[src/rtl/ccip_avmm_pkg.sv]
// Shared CCI-P / Avalon-MM bridge types and helpers.
// Used by the host read and write bridges.
package ccip_avmm_pkg;

    localparam int CCIP_AVMM_REQUESTOR_WR_ADDR_WIDTH = 48;
    localparam int CCIP_AVMM_REQUESTOR_DATA_WIDTH    = 512;
    localparam int CCIP_AVMM_REQUESTOR_BURST_WIDTH   = 3;

    typedef logic [41:0]  t_ccip_clAddr;
    typedef logic [15:0]  t_ccip_mdata;
    typedef logic [511:0] t_ccip_clData;

    typedef enum logic [1:0] {
        eVC_VA  = 2'd0,
        eVC_VL0 = 2'd1,
        eVC_VH0 = 2'd2,
        eVC_VH1 = 2'd3
    } t_ccip_vc;

    typedef enum logic [1:0] {
        eCL_LEN_1 = 2'd0,
        eCL_LEN_2 = 2'd1,
        eCL_LEN_4 = 2'd3
    } t_ccip_clLen;

    typedef enum logic [3:0] {
        eREQ_WRLINE_I = 4'h0,
        eREQ_WRLINE_M = 4'h1,
        eREQ_WRPUSH_I = 4'h2,
        eREQ_WRFENCE  = 4'h4,
        eREQ_INTR     = 4'h6
    } t_ccip_c1_req;

    typedef enum logic [3:0] {
        eRSP_WRLINE  = 4'h0,
        eRSP_WRFENCE = 4'h4,
        eRSP_INTR    = 4'h6
    } t_ccip_c1_rsp;

    typedef struct packed {
        t_ccip_vc     vc_sel;
        logic [1:0]   rsvd1;
        logic         sop;
        logic         rsvd0;
        t_ccip_clLen  cl_len;
        t_ccip_c1_req req_type;
        logic [5:0]   rsvd2;
        t_ccip_clAddr address;
        t_ccip_mdata  mdata;
    } t_ccip_c1_ReqMemHdr;

    typedef struct packed {
        t_ccip_c1_ReqMemHdr hdr;
        t_ccip_clData       data;
        logic               valid;
    } t_if_ccip_c1_Tx;

    typedef struct packed {
        t_ccip_vc     vc_used;
        logic         rsvd1;
        logic         hit_miss;
        logic         format;
        logic         rsvd0;
        logic [1:0]   cl_num;
        t_ccip_c1_rsp resp_type;
        t_ccip_mdata  mdata;
    } t_ccip_c1_RspMemHdr;

    typedef struct packed {
        t_ccip_c1_RspMemHdr hdr;
        logic               rspValid;
    } t_if_ccip_c1_Rx;

    // A burst must be split into single lines when it is not a
    // naturally aligned 1/2/4-line packet.
    function automatic logic ccip_avmm_burst_chop(
        input logic [1:0] addr,
        input logic [2:0] burstcount
    );
        return (burstcount == 3'd3) ||
               ((burstcount == 3'd2) && addr[0]) ||
               ((burstcount == 3'd4) && (addr != 2'b00));
    endfunction

    function automatic t_ccip_clLen ccip_avmm_cl_len(
        input logic [2:0] burstcount
    );
        case (burstcount)
            3'd2:    return eCL_LEN_2;
            3'd4:    return eCL_LEN_4;
            default: return eCL_LEN_1;
        endcase
    endfunction

endpackage

[src/rtl/avmm_ccip_wr_len_fifo.sv]
// Burst-length FIFO for the host write bridge.
// Show-ahead: the head entry is visible on pop_data while not empty.
module avmm_ccip_wr_len_fifo #(
    parameter int DEPTH = 64,
    parameter int AW    = $clog2(DEPTH)
) (
    input  logic       clk,
    input  logic       reset,
    input  logic       push,
    input  logic [2:0] push_data,
    input  logic       pop,
    output logic [2:0] pop_data,
    output logic       full,
    output logic       empty
);

    logic [2:0]    mem [DEPTH];
    logic [AW-1:0] wr_ptr;
    logic [AW-1:0] rd_ptr;
    logic [AW:0]   count;

    assign full     = (count == (AW+1)'(DEPTH));
    assign empty    = (count == '0);
    assign pop_data = mem[rd_ptr];

    // Storage write; no reset needed on the data array.
    always_ff @(posedge clk) begin
        if (push) mem[wr_ptr] <= push_data;
    end

    // Pointers and occupancy; push and pop may coincide even when full.
    always_ff @(posedge clk) begin
        if (reset) begin
            wr_ptr <= '0;
            rd_ptr <= '0;
            count  <= '0;
        end else begin
            if (push) wr_ptr <= wr_ptr + 1'b1;
            if (pop)  rd_ptr <= rd_ptr + 1'b1;
            case ({push, pop})
                2'b10:   count <= count + 1'b1;
                2'b01:   count <= count - 1'b1;
                default: count <= count;
            endcase
        end
    end

endmodule

[src/rtl/avmm_ccip_host_wr.sv]
// Avalon-MM write slave to CCI-P c1 write-request bridge.
// One Avalon write response per burst, counted from c1 responses.
module avmm_ccip_host_wr
    import ccip_avmm_pkg::*;
#(
    parameter int RSP_FIFO_DEPTH = 64,
    parameter int RSP_FIFO_AW    = $clog2(RSP_FIFO_DEPTH)
) (
    input  logic                                         clk,
    input  logic                                         reset,
    output logic                                         avmm_waitrequest,
    input  logic [CCIP_AVMM_REQUESTOR_WR_ADDR_WIDTH-1:0] avmm_address,
    input  logic                                         avmm_write,
    input  logic [CCIP_AVMM_REQUESTOR_DATA_WIDTH-1:0]    avmm_writedata,
    input  logic [CCIP_AVMM_REQUESTOR_BURST_WIDTH-1:0]   avmm_burstcount,
    output logic                                         avmm_writeresponsevalid,
    input  logic                                         c1TxAlmFull,
    input  t_if_ccip_c1_Rx                               c1rx,
    output t_if_ccip_c1_Tx                               c1tx
);

    logic         avcmd_ready;
    logic [2:0]   beat_cnt;
    logic         first_beat;
    logic         beat_acc;

    t_ccip_clAddr a_q;
    logic [2:0]   l_q;
    logic         chop_q;
    logic [1:0]   idx_q;

    t_ccip_clAddr cur_a;
    logic [2:0]   cur_l;
    logic         cur_chop;
    logic [1:0]   cur_idx;

    logic         hdr_sop;
    t_ccip_clLen  hdr_len;
    t_ccip_clAddr hdr_addr;
    t_ccip_mdata  mdata_q;

    logic         fifo_full;
    logic         fifo_empty;
    logic         fifo_pop;
    logic [2:0]   fifo_head;

    logic         rsp_wr;
    logic [8:0]   rsp_lines;
    logic [8:0]   pop_lines;
    logic [8:0]   done_lines;

    logic         unused_bits;

    assign first_beat = (beat_cnt == 3'd0);
    assign avmm_waitrequest = ~avcmd_ready | (first_beat & fifo_full);
    assign beat_acc   = avmm_write & ~avmm_waitrequest;

    // Almost-full is registered; its slack covers the extra cycle.
    always_ff @(posedge clk) begin
        if (reset) avcmd_ready <= 1'b0;
        else       avcmd_ready <= ~c1TxAlmFull;
    end

    // Select the burst parameters for the beat being accepted now.
    always_comb begin
        cur_a    = a_q;
        cur_l    = l_q;
        cur_chop = chop_q;
        cur_idx  = idx_q;
        if (first_beat) begin
            cur_a    = avmm_address[47:6];
            cur_l    = avmm_burstcount;
            cur_chop = ccip_avmm_burst_chop(avmm_address[7:6], avmm_burstcount);
            cur_idx  = 2'd0;
        end
    end

    // Build the c1 header fields for the current beat.
    always_comb begin
        hdr_sop  = 1'b1;
        hdr_len  = eCL_LEN_1;
        hdr_addr = cur_a + 42'(cur_idx);
        if (!cur_chop) begin
            hdr_sop  = (cur_idx == 2'd0);
            hdr_len  = ccip_avmm_cl_len(cur_l);
            hdr_addr = {cur_a[41:2], cur_a[1:0] | cur_idx};
        end
    end

    // Burst tracking: capture on first beat, count down later beats.
    always_ff @(posedge clk) begin
        if (reset) begin
            beat_cnt <= 3'd0;
            a_q      <= '0;
            l_q      <= 3'd0;
            chop_q   <= 1'b0;
            idx_q    <= 2'd0;
        end else if (beat_acc) begin
            if (first_beat) begin
                beat_cnt <= avmm_burstcount - 3'd1;
                a_q      <= cur_a;
                l_q      <= cur_l;
                chop_q   <= cur_chop;
                idx_q    <= 2'd1;
            end else begin
                beat_cnt <= beat_cnt - 3'd1;
                idx_q    <= idx_q + 2'd1;
            end
        end
    end

    // Registered c1 request, one per accepted beat.
    always_ff @(posedge clk) begin
        if (reset) begin
            c1tx    <= '0;
            mdata_q <= '0;
        end else begin
            c1tx.valid <= beat_acc;
            if (beat_acc) begin
                c1tx.hdr.vc_sel   <= eVC_VH0;
                c1tx.hdr.rsvd1    <= '0;
                c1tx.hdr.sop      <= hdr_sop;
                c1tx.hdr.rsvd0    <= 1'b0;
                c1tx.hdr.cl_len   <= hdr_len;
                c1tx.hdr.req_type <= eREQ_WRLINE_I;
                c1tx.hdr.rsvd2    <= '0;
                c1tx.hdr.address  <= hdr_addr;
                c1tx.hdr.mdata    <= mdata_q;
                c1tx.data         <= avmm_writedata;
                if (hdr_sop) mdata_q <= mdata_q + 16'd1;
            end
        end
    end

    avmm_ccip_wr_len_fifo #(
        .DEPTH (RSP_FIFO_DEPTH),
        .AW    (RSP_FIFO_AW)
    ) u_len_fifo (
        .clk       (clk),
        .reset     (reset),
        .push      (beat_acc & first_beat),
        .push_data (avmm_burstcount),
        .pop       (fifo_pop),
        .pop_data  (fifo_head),
        .full      (fifo_full),
        .empty     (fifo_empty)
    );

    assign rsp_wr    = c1rx.rspValid & (c1rx.hdr.resp_type == eRSP_WRLINE);
    assign rsp_lines = !rsp_wr         ? 9'd0 :
                       c1rx.hdr.format ? 9'(c1rx.hdr.cl_num) + 9'd1 :
                                         9'd1;
    assign fifo_pop  = ~fifo_empty & (done_lines >= 9'(fifo_head));
    assign pop_lines = fifo_pop ? 9'(fifo_head) : 9'd0;

    // Completed-line accounting and one response pulse per retired burst.
    always_ff @(posedge clk) begin
        if (reset) begin
            done_lines              <= 9'd0;
            avmm_writeresponsevalid <= 1'b0;
        end else begin
            done_lines              <= done_lines + rsp_lines - pop_lines;
            avmm_writeresponsevalid <= fifo_pop;
        end
    end

    a_rsp_without_burst: assert property (
        @(posedge clk) disable iff (reset) rsp_wr |-> !fifo_empty
    );

    assign unused_bits = ^{avmm_address[5:0], c1rx.hdr.vc_used,
                           c1rx.hdr.rsvd1, c1rx.hdr.hit_miss,
                           c1rx.hdr.rsvd0, c1rx.hdr.mdata};

endmodule

[config.mk]
export PLATFORM = sky130hd
export DESIGN_NAME = avmm_ccip_host_wr
export DESIGN_NICKNAME = d
export VERILOG_FILES = /design/src/rtl/ccip_avmm_pkg.sv /design/src/rtl/avmm_ccip_wr_len_fifo.sv /design/src/rtl/avmm_ccip_host_wr.sv
export SDC_FILE = /design/constraint.sdc
export NUM_CORES = 2
export LEC_CHECK = 0
export BUFFER_PORTS_ARGS = -buffer_cell sky130_fd_sc_hd__buf_2
export CORE_AREA = 2 2 458 460
export DETAILED_ROUTE_END_ITERATION = 6
export DIE_AREA = 0 0 460 462
export GPL_TIMING_DRIVEN = 0
export SETUP_SLACK_MARGIN = 0.02
export SYNTH_ARGS = -nofsm -noshare
export SYNTH_HDL_FRONTEND = slang
export SYNTH_SLANG_ARGS = --single-unit
[constraint.sdc]
create_clock -name clk -period 13.4 [get_ports clk]
set_clock_uncertainty 0.1 [all_clocks]
set_input_delay 2.68 -clock clk [delete_from_list [all_inputs] [get_ports clk]]
set_output_delay 2.68 -clock clk [all_outputs]
set_load 0.005 [all_outputs]
==> summary.md <==
| Metric | Value |
|---|---|
| Setup violations, final | 0 |
| Post-CTS Setup Bufs | 0 |
| Die Width | 460 um |
| Clock transition at path regs | 0.06 ns |
| Max Cap Viol | 0 |
| Post-route minimum period | between 7 and 8 ns |
| R2r worst-path depth | 27 |
| Fin. max-slew vios | 0 |
| Cts bufs inserted | roughly 100 |
| Skew-Pair Late Insertion Delay | 0.72 ns |
| Cells after Synth | ~3700 |
| RSZ-0062 raised after global routing | no |
| I/O pins | between 1000 and 1500 |
| Async SR Flop Fraction | 0% |
| Startpoint type of the worst setup path | flip-flop |
| Largest net degree at the start of global routing | about 70 |
| # placed instances | approximately 7600 |
| Clk root buf | clkbuf_16 |
| HP Class | reg -> reg |
| Remaining Overflow, GRT | 0 |
| Final worst path period share | a little under three fifths |
| Met3 usage | 8.10% |
| Critical path class | reg -> reg |
| Die ar. | between 0.2 and 0.25 sq mm |
| CTS tree | yes |
| Design area | 0.0471 sq mm |
| Crit path DAT | 8.00 ns |
| Synth area leader | dfxtp_1 |
| Net count, final | around 5600 |
| Power density over cell area | ~150 mW/mm^2 |
| DP Wirelength | around 190000 um |
| Setup WS pre-CTS | roughly 6.0 ns |
| Routed vias | 34100 |
| Top post-synthesis cells by area | dfxtp_1, edfxtp_1, nand2_1 |
| Post-CTS Hold Buffers | 0 |
| Syn avg cell area | around 9 sq um |
| Initial antenna violation count | slightly below 90 |
| Post-synth top area share | between 30 and 40% |
| Filler cells | around 23000 |
| Max_slew headroom | around an eighth |
| # DRC | 0 |
| Share of cells above drive strength 1 | between 20% and 30% |
| I/O Buffers | 1145 |
| Synthesized area | 0.0340 sq mm |
| EDFF count, synth | ~190 |
| FP Rows | between 150 and 200 |
| Routed Antenna Nets | 0 |
| Die height | between 400 and 500 um |
| Setup_tns | 0 ns |
| Placed Area | about 0.043 sq mm |
| H-tree depth | 3 |
| Largest fanout on the critical path | 10 |
| Most Crowded Layer GR | met2 |
| Leakage power | 0.0186 uW |
| Routed length per placed instance | 28.2 um |
| Max Root-Sink Buffers | 3 |
| Vias per cell | between 4 and 5 |
| Initial Util | 16.3% |
| Setup slack after layout | 5.94 ns |
| Worst slew pin tran | 1.32 ns |
| Met2 Resource Use GR | 31.3% |
| Peak supply drop | a little under 0.0001 V |
| Post-synth top cells | nand2_1, dfxtp_1, a21oi_1 |
| Fmax | 134 MHz |
| Final hold slack | roughly 0.35 ns |
| Drt total wl | 222000 um |
| Sequential area share after synthesis | between 50 and 60% |
| Library cells used by synthesis | 78 |
| Synth Flop Type | dfxtp_1 |
| Synth-to-layout area growth | 38.4% |
| Yosys reg bits | 870 |
| First-pass GRT wire length | 285000 um |
| Most common cell in the netlist | nand2_1 |
| Clock Sinks | between 800 and 900 |
| Vias in the first global route | 32200 |
| Final hold violation count | 0 |
| Gpl congestion | 0.983 |
| CORE AREA | 0.208 sq mm |
| Post-Layout Cell Count | a little under 8000 |
| Global Route Usage Sum | roughly a fifth |
| Grt met1 use | between 20 and 25% |
| Post-CTS sizing | 0 |
| CP Capture Type | flip-flop |
| 1st-iter DRT viols | roughly 3000 |
| TritonRoute pass-1 iters | 5 |
| Outcome | completed |
| Syn. warnings | 0 |
| Worst hold stages | 2 |
| CP Data Required Time | ~14 ns |
==> where the power goes <==
part / internal [uW] / switching, uW
Sequential: 2780 / 74.9
Clock: 1780 / 1260
Combinational: 493 / 816
==> cells by family after synthesis <==
logic type	synth area share [%]
other cells	0.0110
buf+inv	3.87
simple gates	19.8
fa+ha+maj	1.55
xor+xnor	1.34
flops	56.9
mux	4.89
compound gates	11.7
==> worst paths after layout <==
check | from | endpoint | slack (ns)
worst max register to register | flip-flop | done_lines[8]$_SDFF_PP0_ | 5.94
worst min-delay path | c1tx[535]$_SDFFE_PP0P_ | c1tx[535]$_SDFFE_PP0P_ | 0.35
worst max-delay path | flip-flop | done_lines[8]$_SDFF_PP0_ | 5.94
worst min register to register | c1tx[535]$_SDFFE_PP0P_ | c1tx[535]$_SDFFE_PP0P_ | 0.35
==> cell type report <==
cell class | instances | area (sq um) | area share (%)
tap | 2720 | 3400 | 7.23
multi-input combinational | 2564 | 13400 | 28.5
antenna | 90 | 225 | 0.479
clock buffer | 136 | 2970 | 6.30
clock inverter | 54 | 681 | 1.45
timing repair buffer | 1145 | 5730 | 12.2
sequential | 870 | 19300 | 41.1
buffer | 276 | 1170 | 2.49
inverter | 39 | 146 | 0.311
==> per-layer routing <==
layer / routed length (um) / vias up
met5: 108 / -
li1: - / 15300
met1: 80000 / 16600
met2: 102000 / 1838
met4: 15800 / 16
met3: 24300 / 396
==> flip-flops by register name (all words and copies together), names as in the netlist, 3 cells and up, named ones only <==
register / count
a_q: 42
beat_cnt: 3
c1tx: 575
done_lines: 9
l_q: 3
mdata_q: 16
u_len_fifo.count: 7
u_len_fifo.mem: 192
u_len_fifo.rd_ptr: 6
u_len_fifo.wr_ptr: 6
==> critical path, stage by stage, from the launching register on <==
cell and delay [ns]:
dfxtp_1 0.37, clkbuf_1 0.53, clkbuf_1 0.67, mux4_2 0.42, a2111oi_0 0.48, nor3_1 0.13, a32oi_1 0.17, o21a_1 0.23
ha_1 0.27, nor2b_1 0.14, o21a_1 0.16, o21ai_0 0.14, a21boi_0 0.21, o21ai_0 0.64, inv_1 0.26, and2_1 0.24
ha_1 0.27, inv_1 0.04, ha_1 0.21, inv_1 0.07, fa_1 0.18, nor2b_1 0.06, o21ai_0 0.25, a21oi_1 0.11
o21bai_1 0.26, a211oi_1 0.14, or4_1 0.47, a21oi_1 0.14
==> metrics by stage <==
| step | total power (uW) | util [%] |
|---|---|---|
| floorplan | 3630 | - |
| global placement | 4200 | 20.7 |
| detailed placement | 4220 | 20.7 |
| CTS | 7270 | 22.5 |
| global route | 7480 | 22.6 |
| finish | 7210 | 22.6 |
==> placed cells by master (no fill, tap or decap), types with 6 or more instances in the layout <==
cell type | synthesis | final
a211oi_1 | 6 | 6
a21oi_1 | 621 | 621
and3_1 | 13 | 13
and4_1 | 6 | 6
buf_1 | 11 | 11
buf_2 | 40 | 1185
buf_4 | 18 | 18
bufinv_16 | 0 | 11
clkbuf_1 | 205 | 212
clkbuf_16 | 0 | 106
clkbuf_8 | 0 | 20
clkinv_1 | 1 | 8
clkinv_2 | 0 | 12
clkinvlp_4 | 0 | 11
conb_1 | 1 | 14
dfxtp_1 | 678 | 678
diode_2 | 0 | 90
edfxtp_1 | 192 | 192
ha_1 | 34 | 34
inv_1 | 38 | 38
inv_6 | 0 | 6
mux2i_1 | 34 | 34
mux4_2 | 57 | 57
nand2_1 | 1261 | 1261
nand2b_1 | 8 | 8
nand3_1 | 58 | 58
nand3b_1 | 10 | 10
nand4_1 | 24 | 24
nor2_1 | 134 | 134
nor2b_1 | 15 | 15
nor3_1 | 30 | 30
nor4_1 | 11 | 11
o2111ai_1 | 9 | 9
o211ai_1 | 8 | 8
o21ai_0 | 38 | 38
or2_2 | 6 | 6
or3_1 | 18 | 18
xnor2_1 | 19 | 19
xor2_1 | 33 | 33
(Power assumes the default switching activity.)
